`config.mk`:
```
export PLATFORM = sky130hd
export DESIGN_NAME = clk_drift_ctrl_flat
export DESIGN_NICKNAME = d
export VERILOG_FILES = /design/src/rtl/clk_drift_pkg.sv /design/src/rtl/clk_drift_if.sv /design/src/rtl/drift_sat_counter.sv /design/src/rtl/clk_drift_ctrl.sv /design/src/flat_wrapper.sv
export SDC_FILE = /design/constraint.sdc
export NUM_CORES = 1
export LEC_CHECK = 0
export CAP_MARGIN = 20
export CORE_MARGIN = 8
export CORE_UTILIZATION = 53
export CTS_CLUSTER_DIAMETER = 80
export DETAILED_ROUTE_END_ITERATION = 12
export PLACE_DENSITY = 0.84
export SLEW_MARGIN = 10
export SYNTH_ARGS = -nofsm -noshare
export SYNTH_HDL_FRONTEND = slang
export SYNTH_SLANG_ARGS = --single-unit
```
`constraint.sdc`:
```
create_clock -name CLK_IP_i -period 2.4 [get_ports CLK_IP_i]
set_input_delay 0.48 -clock CLK_IP_i [delete_from_list [all_inputs] [get_ports CLK_IP_i]]
set_output_delay 0.48 -clock CLK_IP_i [all_outputs]
set_load 0.02 [all_outputs]
```
`src/rtl/clk_drift_pkg.sv`:
```
// clk_drift_pkg
//   Shared types and constants for the AEC I2S clock-drift controller.
//   - state_e        : controller FSM state, 3-bit encoding
//   - sat_limit()    : largest positive magnitude a DIFF_W-bit signed drift
//                      counter may hold (symmetric saturation, so the most
//                      negative two's-complement code is never used)
//   - DEF_THRESH / DEF_HYST / DEF_HOLDOFF : default tuning constants
package clk_drift_pkg;

    typedef enum logic [2:0] {
        ST_IDLE     = 3'd0,
        ST_TRACK    = 3'd1,
        ST_SPEEDUP  = 3'd2,
        ST_SLOWDOWN = 3'd3,
        ST_HOLDOFF  = 3'd4
    } state_e;

    localparam int DEF_THRESH  = 4;
    localparam int DEF_HYST    = 1;
    localparam int DEF_HOLDOFF = 16;

    function automatic int sat_limit(input int diff_w);
        return (1 << (diff_w - 1)) - 1;
    endfunction

endpackage

```
`src/rtl/clk_drift_if.sv`:
```
// clk_drift_if
//   Signal bundle between the word-tick generators / FB message logic and
//   clk_drift_ctrl. Clock and reset are not part of the bundle.
//   Signals:
//     enable_i              tracking enable (level)
//     master_word_tick_i    one-cycle pulse per master word
//     local_word_tick_i     one-cycle pulse per local word
//     Interrupt_speedup_o   local clock behind master
//     Interrupt_slowdown_o  local clock ahead of master
//     drift_o               signed drift, master minus local (registered)
//     fsm_state_o           current controller state (debug visibility)
//     master_wordcnt_is_ahead_o / local_wordcnt_is_ahead_o
//                           sign flags of drift_o, only with CLK_DRIFT_DBG_EN
//   Modports: slave = the controller, master = the side driving the ticks.
//   Handshake: there is no valid/ready pair here; ticks are single-cycle
//   strobes sampled on every rising clock edge and need no acknowledgement.
interface clk_drift_if #(
    parameter int DIFF_W = 8
);
    logic                         enable_i;
    logic                         master_word_tick_i;
    logic                         local_word_tick_i;
    logic                         Interrupt_speedup_o;
    logic                         Interrupt_slowdown_o;
    logic signed [DIFF_W-1:0]     drift_o;
    clk_drift_pkg::state_e        fsm_state_o;
`ifdef CLK_DRIFT_DBG_EN
    logic                         master_wordcnt_is_ahead_o;
    logic                         local_wordcnt_is_ahead_o;
`endif

    modport slave (
        input  enable_i,
        input  master_word_tick_i,
        input  local_word_tick_i,
        output Interrupt_speedup_o,
        output Interrupt_slowdown_o,
        output drift_o,
`ifdef CLK_DRIFT_DBG_EN
        output master_wordcnt_is_ahead_o,
        output local_wordcnt_is_ahead_o,
`endif
        output fsm_state_o
    );

    modport master (
        output enable_i,
        output master_word_tick_i,
        output local_word_tick_i,
        input  Interrupt_speedup_o,
        input  Interrupt_slowdown_o,
        input  drift_o,
`ifdef CLK_DRIFT_DBG_EN
        input  master_wordcnt_is_ahead_o,
        input  local_wordcnt_is_ahead_o,
`endif
        input  fsm_state_o
    );

endinterface

```
`src/rtl/drift_sat_counter.sv`:
```
// drift_sat_counter
//   Saturating signed up/down counter with synchronous clear.
//   Ports:
//     clk, rst_n     clock, asynchronous active-low reset
//     clr_i          synchronous clear to 0 (wins over inc/dec)
//     inc_i, dec_i   +1 / -1 requests; both or neither hold the value
//     count_o        registered count
//     count_next_o   value the count takes at the next edge
//   Range is +/-sat_limit(W); the counter never wraps.
module drift_sat_counter
    import clk_drift_pkg::*;
#(
    parameter int W = 8
) (
    input  logic                clk,
    input  logic                rst_n,
    input  logic                clr_i,
    input  logic                inc_i,
    input  logic                dec_i,
    output logic signed [W-1:0] count_o,
    output logic signed [W-1:0] count_next_o
);

    localparam logic signed [W-1:0] MAX_V = W'(sat_limit(W));
    localparam logic signed [W-1:0] MIN_V = W'(-sat_limit(W));

    logic signed [W-1:0] count_q;
    logic signed [W-1:0] count_d;

    always_comb begin
        count_d = count_q;
        if (clr_i) begin
            count_d = '0;
        end else if (inc_i && !dec_i) begin
            if (count_q != MAX_V) count_d = count_q + W'(1);
        end else if (dec_i && !inc_i) begin
            if (count_q != MIN_V) count_d = count_q - W'(1);
        end
    end

    always_ff @(posedge clk or negedge rst_n) begin
        if (!rst_n) count_q <= '0;
        else        count_q <= count_d;
    end

    assign count_o      = count_q;
    assign count_next_o = count_d;

endmodule

```
`src/rtl/clk_drift_ctrl.sv`:
```
// clk_drift_ctrl
//   Drift controller for the AEC I2S path. Counts master words minus local
//   words and raises speed-up / slow-down interrupts with hysteresis and a
//   post-release holdoff so firmware is not flooded while the trim settles.
//   Ports:
//     CLK_IP_i     local bit clock (single domain)
//     RST_IP_n_i   asynchronous active-low reset (deassertion synchronised
//                  outside this block)
//     bus          clk_drift_if.slave: enable, word ticks, interrupts,
//                  drift value, FSM state, optional debug sign flags
//   Optional feature: define CLK_DRIFT_DBG_EN to add the registered
//   master/local "is ahead" flags; without it they do not exist.
//   Latency: tick in cycle c -> drift_o at c+1 -> interrupt at c+2, because
//   the FSM decides on the registered drift and the interrupts are decoded
//   from the registered state.
module clk_drift_ctrl
    import clk_drift_pkg::*;
#(
    parameter int DIFF_W  = 8,
    parameter int THRESH  = DEF_THRESH,
    parameter int HYST    = DEF_HYST,
    parameter int HOLDOFF = DEF_HOLDOFF
) (
    input  logic       CLK_IP_i,
    input  logic       RST_IP_n_i,
    clk_drift_if.slave bus
);

    localparam int HO_W = (HOLDOFF > 1) ? $clog2(HOLDOFF) : 1;

    localparam logic signed [DIFF_W-1:0] THRESH_S     = DIFF_W'(THRESH);
    localparam logic signed [DIFF_W-1:0] NEG_THRESH_S = DIFF_W'(-THRESH);
    localparam logic signed [DIFF_W-1:0] HYST_S       = DIFF_W'(HYST);
    localparam logic signed [DIFF_W-1:0] NEG_HYST_S   = DIFF_W'(-HYST);
    localparam logic [HO_W-1:0]          HOLD_LOAD    = HO_W'(HOLDOFF - 1);

    state_e                   state_q;
    state_e                   state_d;
    logic [HO_W-1:0]          hold_cnt_q;
    logic [HO_W-1:0]          hold_cnt_d;
    logic                     drift_clr;
    logic signed [DIFF_W-1:0] drift_q;
    logic signed [DIFF_W-1:0] drift_nxt;

    // Clearing on !enable_i as well as in IDLE makes drift_o read 0 in the
    // very first cycle after enable drops, together with the IDLE state.
    assign drift_clr = !bus.enable_i || (state_q == ST_IDLE);

    drift_sat_counter #(
        .W (DIFF_W)
    ) u_drift_cnt (
        .clk          (CLK_IP_i),
        .rst_n        (RST_IP_n_i),
        .clr_i        (drift_clr),
        .inc_i        (bus.master_word_tick_i),
        .dec_i        (bus.local_word_tick_i),
        .count_o      (drift_q),
        .count_next_o (drift_nxt)
    );

    // Next-state logic. Disable has top priority. Release from either
    // interrupt state always goes through HOLDOFF, even on overshoot, and
    // thresholds are not evaluated while in HOLDOFF.
    always_comb begin
        state_d    = state_q;
        hold_cnt_d = hold_cnt_q;
        if (!bus.enable_i) begin
            state_d    = ST_IDLE;
            hold_cnt_d = '0;
        end else begin
            case (state_q)
                ST_IDLE: begin
                    state_d = ST_TRACK;
                end
                ST_TRACK: begin
                    if (drift_q >= THRESH_S)          state_d = ST_SPEEDUP;
                    else if (drift_q <= NEG_THRESH_S) state_d = ST_SLOWDOWN;
                end
                ST_SPEEDUP: begin
                    if (drift_q <= HYST_S) begin
                        state_d    = ST_HOLDOFF;
                        hold_cnt_d = HOLD_LOAD;
                    end
                end
                ST_SLOWDOWN: begin
                    if (drift_q >= NEG_HYST_S) begin
                        state_d    = ST_HOLDOFF;
                        hold_cnt_d = HOLD_LOAD;
                    end
                end
                ST_HOLDOFF: begin
                    // Loaded with HOLDOFF-1 on entry, so the state lasts
                    // exactly HOLDOFF cycles including the one with count 0.
                    if (hold_cnt_q == '0) state_d    = ST_TRACK;
                    else                  hold_cnt_d = hold_cnt_q - HO_W'(1);
                end
                default: begin
                    state_d    = ST_IDLE;
                    hold_cnt_d = '0;
                end
            endcase
        end
    end

    always_ff @(posedge CLK_IP_i or negedge RST_IP_n_i) begin
        if (!RST_IP_n_i) begin
            state_q    <= ST_IDLE;
            hold_cnt_q <= '0;
        end else begin
            state_q    <= state_d;
            hold_cnt_q <= hold_cnt_d;
        end
    end

    assign bus.Interrupt_speedup_o  = (state_q == ST_SPEEDUP);
    assign bus.Interrupt_slowdown_o = (state_q == ST_SLOWDOWN);
    assign bus.drift_o              = drift_q;
    assign bus.fsm_state_o          = state_q;

`ifdef CLK_DRIFT_DBG_EN
    // Flags are derived from the counter's next value so they change on the
    // same edge as drift_o and always agree with its sign.
    logic master_ahead_q;
    logic master_ahead_d;
    logic local_ahead_q;
    logic local_ahead_d;

    always_comb begin
        master_ahead_d = (drift_nxt > 0);
        local_ahead_d  = (drift_nxt < 0);
    end

    always_ff @(posedge CLK_IP_i or negedge RST_IP_n_i) begin
        if (!RST_IP_n_i) begin
            master_ahead_q <= 1'b0;
            local_ahead_q  <= 1'b0;
        end else begin
            master_ahead_q <= master_ahead_d;
            local_ahead_q  <= local_ahead_d;
        end
    end

    assign bus.master_wordcnt_is_ahead_o = master_ahead_q;
    assign bus.local_wordcnt_is_ahead_o  = local_ahead_q;
`else
    // drift_nxt only feeds the debug flags.
    logic unused_drift_nxt;
    assign unused_drift_nxt = ^drift_nxt;
`endif

endmodule

```
`src/flat_wrapper.sv`:
```
// flat-port wrapper written by rule: the top's interface ports become plain ports
module clk_drift_ctrl_flat import clk_drift_pkg::*;
#(
    parameter int DIFF_W  = 8,
    parameter int THRESH  = DEF_THRESH,
    parameter int HYST    = DEF_HYST,
    parameter int HOLDOFF = DEF_HOLDOFF
)
  (CLK_IP_i, RST_IP_n_i, bus_enable_i, bus_master_word_tick_i, bus_local_word_tick_i, bus_Interrupt_speedup_o, bus_Interrupt_slowdown_o, bus_drift_o, bus_fsm_state_o);
  clk_drift_if #(.DIFF_W(DIFF_W)) bus_i ();
  input  logic CLK_IP_i;
  input  logic RST_IP_n_i;
  input wire logic [$bits(bus_i.enable_i)-1:0] bus_enable_i;
  input wire logic [$bits(bus_i.master_word_tick_i)-1:0] bus_master_word_tick_i;
  input wire logic [$bits(bus_i.local_word_tick_i)-1:0] bus_local_word_tick_i;
  output wire logic [$bits(bus_i.Interrupt_speedup_o)-1:0] bus_Interrupt_speedup_o;
  output wire logic [$bits(bus_i.Interrupt_slowdown_o)-1:0] bus_Interrupt_slowdown_o;
  output wire logic [$bits(bus_i.drift_o)-1:0] bus_drift_o;
  output wire logic [$bits(bus_i.fsm_state_o)-1:0] bus_fsm_state_o;
  assign bus_i.enable_i = bus_enable_i;
  assign bus_i.master_word_tick_i = bus_master_word_tick_i;
  assign bus_i.local_word_tick_i = bus_local_word_tick_i;
  assign bus_Interrupt_speedup_o = bus_i.Interrupt_speedup_o;
  assign bus_Interrupt_slowdown_o = bus_i.Interrupt_slowdown_o;
  assign bus_drift_o = bus_i.drift_o;
  assign bus_fsm_state_o = bus_i.fsm_state_o;
  clk_drift_ctrl #(.DIFF_W(DIFF_W), .THRESH(THRESH), .HYST(HYST), .HOLDOFF(HOLDOFF)) u_core (.CLK_IP_i(CLK_IP_i), .RST_IP_n_i(RST_IP_n_i), .bus(bus_i));
endmodule
```
==> results of run 1 <==
## power by group through the flow
stage,registers [mW],clock network (mW),logic (mW)
2_1_floorplan,0.525,0,0.796
3_3_place_gp,0.518,0,1.03
3_5_place_dp,0.525,0,1.06
4_1_cts,0.522,0.156,1.08
5_1_grt,0.545,0.166,1.18
6_report,0.523,0.148,1.06
## logic make-up (layout without fill, tap and decap cells)
logic type,count (synthesis),in the layout,synth area share (%)
compound gates,25,25,17.1
xor+xnor,9,9,6.82
fa+ha+maj,7,7,7.58
buf+inv,13,32,8.12
flops,15,15,32.5
simple gates,57,57,27.9
## stage by stage
stage	area, um^2	utilization (%)
2_1_floorplan	1160	-
3_3_place_gp	1320	62.2
3_5_place_dp	1320	62.2
4_1_cts	1350	63.5
5_1_grt	1350	63.5
6_report	1350	63.5
## flip-flops by register name, indices dropped and copies added, names as in the netlist
register and flops:
u_core.bus.fsm_state_o 3, u_core.hold_cnt_q 4, u_core.u_drift_cnt.count_o 8
## Yosys cell counts (all sizes together)
cell type  number
nor2           21
dfrtp          15
xnor2           9
ha              7
inv             7
nand2           6
nor3            6
buf             5
nand3           4
o21ai           4
a211oi          3
nand2b          3
nand4           3
nor2b           3
o22a            3
o31ai           3
a21o            2
a31oi           2
nor3b           2
nor4b           2
a21boi          1
a21oi           1
a22oi           1
a2bb2o          1
a31o            1
a41o            1
and3            1
clkbuf          1
nand3b          1
nor4            1
o22ai           1
o31a            1
or2b            1
or3             1
or4             1
or4b            1
## cell usage in the layout (no fill, tap or decap), types with 2 or more instances in the layout
cell type / netlist / final
a211oi_1: 2 / 2
a31oi_1: 2 / 2
buf_4: 0 / 4
clkbuf_4: 0 / 3
clkdlybuf4s50_1: 0 / 17
dfrtp_1: 15 / 15
ha_1: 7 / 7
inv_1: 7 / 7
nand2_1: 6 / 6
nand2b_1: 3 / 3
nand3_1: 4 / 4
nand4_1: 3 / 3
nor2_1: 21 / 21
nor2b_1: 2 / 2
nor3_1: 6 / 6
nor3b_1: 2 / 2
o21ai_0: 4 / 4
o22a_2: 3 / 3
o31ai_1: 2 / 2
xnor2_1: 9 / 9
## worst max-delay path, cell delays in order, from the launching register on
cell and delay [ns]:
dfrtp_1 0.46, nand2b_1 0.28, nor2_1 0.13, clkdlybuf4s50_1 0.62
## how the worst min path moves through the flow
stage,from,to,cells past startpoint
final,u_core.hold_cnt_q[1],u_core.hold_cnt_q[1],1
after detailed placement,u_core.hold_cnt_q[0],u_core.hold_cnt_q[0],2
after CTS,u_core.hold_cnt_q[0],u_core.hold_cnt_q[0],2
after floorplan,RST_IP_n_i,u_core.bus.fsm_state_o[0],0
after global routing,u_core.hold_cnt_q[1],u_core.hold_cnt_q[1],1
after global placement,u_core.hold_cnt_q[0],u_core.hold_cnt_q[0],2
## area by class of cell
class / count / area [um^2] / area share (%)
repair buffers: 21 / 200 / 14.8
multi-input cells: 98 / 687 / 50.8
well taps: 28 / 35.0 / 2.59
inverters: 7 / 26.3 / 1.94
clock inverters: 1 / 5.00 / 0.370
flip-flops and latches: 15 / 375 / 27.8
clock buffers: 3 / 22.5 / 1.67
## metal layers
metal | wire length, um | vias to the layer above | track usage, %
met5 | 0 | - | 0
met4 | 56 | 0 | 7.12
met2 | 1320 | 27 | 26.0
met1 | 1070 | 485 | 14.0
li1 | - | 485 | -
met3 | 122 | 8 | 3.41
==> impl_metrics.csv, run 1 <==
group,metric,value,unit
critical_path,end_kind,"output port",
clock_network,numCtsBuffers,3,
clock_network,path_clk_slew,0.09,ns
route,drt_pass1_iterations,4,
timing,post-route-period-util,94.4,%
status,status,"finished clean",
logic_synthesis,yosys-top-cells-area,"dfrtp_1, ha_1, nor2_1",
critical_path,required,1.92,ns
power_and_ir_drop,internal_power,0.937,mW
worst_hold_path,holdCritPathClass,"reg -> reg",
global_route,grt_pass1_wl,4570,um
route,drc,0,
power_and_ir_drop,p_leak,0.558,nW
floorplan,dieArea,3930,um^2
clock_network,worstSkewPairLatency,0.29,ns
floorplan,die_x,62.7,um
critical_path,cp-startpoint,"u_core.bus.fsm_state_o[2]",
power_and_ir_drop,comb_power_share,61.3,%
critical_path,criticalPathCategory,"reg -> out",
power_and_ir_drop,max-vdd-ir-drop,0.741,mV
logic_synthesis,ys_warn_count,0,
global_route,grt_pass1_vias,1041,
placement,place_inst,169,
timing,relSlewSlack,54.2,%
critical_path,r2r_setup_slack,0.34,ns
floorplan,core_area,2130,um^2
global_route,grt_overflow,0,
layout,layoutNonFillerInstCount,173,
critical_path,start_kind,"flip-flop",
floorplan,ioPinCount,18,
power_and_ir_drop,power.share.clock,8.5,%
logic_synthesis,synth_nets,138,
placement,preCtsSetupSlack,0.0534,ns
layout,nets,158,
critical_path,worst_ep_arrival_time,1.79,ns
logic_synthesis,yosysSeqAreaShare,32.5,%
critical_path,reg2regPathDepth,7,
power_and_ir_drop,seqPwrFrac,30.2,%
timing,worst_pin_slew,0.685,ns
clock_network,hold_buffers,0,
global_route,antenna_found_initial,0,
power_and_ir_drop,power_density,1280,nW/um^2
critical_path,reg2reg_to,"u_core.hold_cnt_q[2]",
timing,hold_viol,0,
floorplan,rows,17,
route,wl,2570,um
timing,setup_ws,0.135,ns
timing,skew,0.00365,ns
timing,fmax,441,MHz
layout,nFillCells,177,
global_route,grt_util_all_layers,14.0,%
timing,hold_ws,0.520,ns
timing,layout_min_cycle_time,2.27,ns
timing,rsz0062_at_grt,"no",
layout,final_layout_size_suffix_gt1_share,15.2,%
timing,finalMaxSlewViolations,0,
route,drt_iter0_drc,30,
clock_network,clockBufferDepth,2,
logic_synthesis,synth_seq_cells,15,
logic_synthesis,yosys.area.top_type,"dfrtp_1",
critical_path,r2r-start,"u_core.u_drift_cnt.count_o[0]",
timing,setup_violations,0,
job,drv_cap,0,
placement,dpl.hpwl,1910,um
clock_network,clock-root-buffer,"clkbuf_4",
timing,fin_setup_tns,0,ns
floorplan,start_util,54.4,%
logic_synthesis,synth.distinct_cells,43,
clock_network,cts_setup_buffers,0,
clock_network,cts_tree,"done",
critical_path,crit_fanout,7,
route,ant_nets,0,
logic_synthesis,synth_area,1160,um^2
logic_synthesis,syn_inst,126,
placement,gp_congestion,0.928,
logic_synthesis,synth.avg_cell_area,9.18,um^2
floorplan,die_h,62.7,um
route,vias_per_cell,5.81,
logic_synthesis,synth_top_area_share,32.5,%
power_and_ir_drop,power,1.74,mW
clock_network,cts.sinks,15,
layout,area_growth,16.9,%
clock_network,cts-resized-gates,0,
critical_path,crit_path_end,"bus_Interrupt_slowdown_o",
power_and_ir_drop,switching_share,46.0,%
global_route,grt_max_degree,16,
layout,antenna_cells,0,
clock_network,htree_levels,1,
route,wl_per_cell,14.9,um
route,vias,1005,
power_and_ir_drop,p_sw,0.798,mW
placement,portBuffers,17,
(Power assumes the default switching activity.)
==> run 2: changes to the inputs <==
- CORE_ASPECT_RATIO: unset -> 0.75
==> run 2 against run 1 <==
  * Critical path type unchanged
  * Clock skew grew 0.0029 ns
  * Worst setup slack gained 0.039 ns
  * Sequential cell count is the same
  * Critical endpoint is now bus_Interrupt_speedup_o
  * Clock power grew 3%
  * Clock-buffer cell count is the same
  * Power grew 1.7%
  * Via count grew 0.80%
  * Critical path depth is the same
  * Hold slack lost 0.0023 ns
  * Die area grew 0.40%
  * Sequential power grew 1%
==> impl_metrics.csv, run 2 (synthesis gave the netlist of run 1 again) <==
group,metric,value,unit
critical_path,cp-startpoint,"u_core.bus.fsm_state_o[2]",
layout,mostFrequentLayoutCell,"nor2_1",
status,status,"finished clean",
power_and_ir_drop,power,1.77,mW
global_route,grt_overflow,0,
critical_path,worst_ep_arrival_time,1.75,ns
power_and_ir_drop,internal_power,0.937,mW
route,vias,1013,
critical_path,r2r-start,"u_core.u_drift_cnt.count_o[0]",
clock_network,cts.sinks,15,
route,ant_nets,0,
timing,rsz0062_at_grt,"no",
clock_network,clock-root-buffer,"clkbuf_4",
power_and_ir_drop,p_sw,0.829,mW
floorplan,die_x,69.9,um
floorplan,dieArea,3950,um^2
global_route,antenna_found_initial,0,
timing,finalMaxSlewViolations,0,
floorplan,ioPinCount,18,
timing,setup_violations,0,
layout,nets,158,
layout,area_growth,16.7,%
route,drc,0,
layout,final_layout_size_suffix_gt1_share,15.2,%
floorplan,rows,14,
route,wl_per_cell,15.7,um
layout,nFillCells,172,
placement,gp_congestion,0.955,
timing,relSlewSlack,55.9,%
critical_path,cpMaxStageDelayCell,"clkdlybuf4s50_1",
power_and_ir_drop,p_leak,0.554,nW
clock_network,hold_buffers,0,
global_route,grt_util_all_layers,13.7,%
power_and_ir_drop,comb_power_share,61.5,%
timing,layout_min_cycle_time,2.23,ns
worst_hold_path,holdCritPathClass,"reg -> reg",
critical_path,start_kind,"flip-flop",
power_and_ir_drop,max-vdd-ir-drop,0.725,mV
route,drt_pass1_iterations,4,
power_and_ir_drop,power_density,1310,nW/um^2
placement,dpl.hpwl,2070,um
timing,fmax,449,MHz
critical_path,crit_buf_inv,1,
clock_network,cts_setup_buffers,0,
timing,skew,0.00653,ns
clock_network,path_clk_slew,0.10,ns
timing,hold_ws,0.518,ns
worst_hold_path,hp-start,"u_core.hold_cnt_q[0]",
critical_path,crit_fanout,7,
power_and_ir_drop,switching_share,46.9,%
critical_path,required,1.92,ns
global_route,grt_pass1_vias,1025,
job,drv_cap,0,
critical_path,crit_family,"buffers and inverters",
route,vias_per_cell,5.99,
layout,mostFrequentLayoutCells,"nor2_1, clkdlybuf4s50_1, dfrtp_1, xnor2_1",
clock_network,numCtsBuffers,3,
power_and_ir_drop,seqPwrFrac,29.9,%
timing,hold_viol,0,
clock_network,clockBufferDepth,2,
placement,portBuffers,17,
layout,largest_reg_flops,8,
layout,antenna_cells,0,
clock_network,worstSkewPairLatency,0.30,ns
critical_path,worstPathCellList,"nand2b_1, nor2_1, clkdlybuf4s50_1",
clock_network,cts_tree,"done",
critical_path,criticalPathCategory,"reg -> out",
clock_network,cts-resized-gates,0,
floorplan,die_h,56.5,um
clock_network,htree_levels,1,
timing,post-route-period-util,92.8,%
route,wl,2650,um
critical_path,cpPeakStageDelay,0.61,ns
power_and_ir_drop,power.share.clock,8.7,%
timing,worst_pin_slew,0.660,ns
critical_path,end_kind,"output port",
global_route,grt_pass1_wl,4510,um
layout,final_core_util,66.4,%
global_route,grt_max_degree,16,
route,drt_iter0_drc,37,
floorplan,core_area,2030,um^2
floorplan,start_util,56.9,%
==> run 2: cell count changes in the layout (fill, tap and decap cells not counted) <==
cell	change
clkinv_2	-1
clkinvlp_4	+1
==> run 2: layer usage <==
metal  wire [um]  global-route usage, %
met3         193                   7.02
met4          14                   3.71
met5           0                      0
met1        1170                   15.1
met2        1260                   22.8
==> run 2: final timing paths <==
kind                       slack [ns]                   endpoint  cells after the start
min                              0.52       u_core.hold_cnt_q[0]                      2
max reg2reg                      0.31       u_core.hold_cnt_q[3]                      7
min in group asynchronous        0.58       u_core.hold_cnt_q[3]                      1
min reg2reg                      0.52       u_core.hold_cnt_q[0]                      2
max in group asynchronous        1.40  u_core.bus.fsm_state_o[2]                      1
max                              0.17    bus_Interrupt_speedup_o                      3
==> run 2: final cells by class <==
cell class	instances	area, um^2	area share [%]
multi-input combinational	98	687	50.9
clock inverter	1	7.51	0.557
sequential	15	375	27.8
timing repair buffer	21	200	14.8
inverter	7	26.3	1.95
clock buffer	3	22.5	1.67
tap	24	30.0	2.23
==> run 2: per-stage QoR <==
stage                      TNS, ns  cell area (um^2)  setup slack (ns)  cells
after global placement           0              1320             0.108    165
after detailed placement  -0.00152              1320          -0.00152    165
final                            0              1350             0.173    169
after global routing             0              1350            0.0752    169
after floorplan                  0              1160             0.512    126
after CTS                        0              1350             0.171    169
==> run 2: worst reg2reg max path, stage by stage (launching register included) <==
cell and delay, ns:
dfrtp_1 0.51, inv_1 0.12, ha_1 0.23, nor2_1 0.21
nor4_4 0.06, o31ai_2 0.51, nor2_1 0.13, o22a_2 0.22
==> run 2: power groups by stage <==
stage          clock network [mW]  logic [mW]  registers, mW
3_3_place_gp                    0        1.04          0.520
6_report                    0.153        1.09          0.528
5_1_grt                     0.165        1.19          0.544
3_5_place_dp                    0        1.07          0.527
2_1_floorplan                   0       0.796          0.525
4_1_cts                     0.156        1.08          0.523
==> run 3: changes to the inputs <==
- CAP_MARGIN: 20 -> 25
==> results of run 3 <==
Final layout, timing and power as in run 2 (identical DEF).
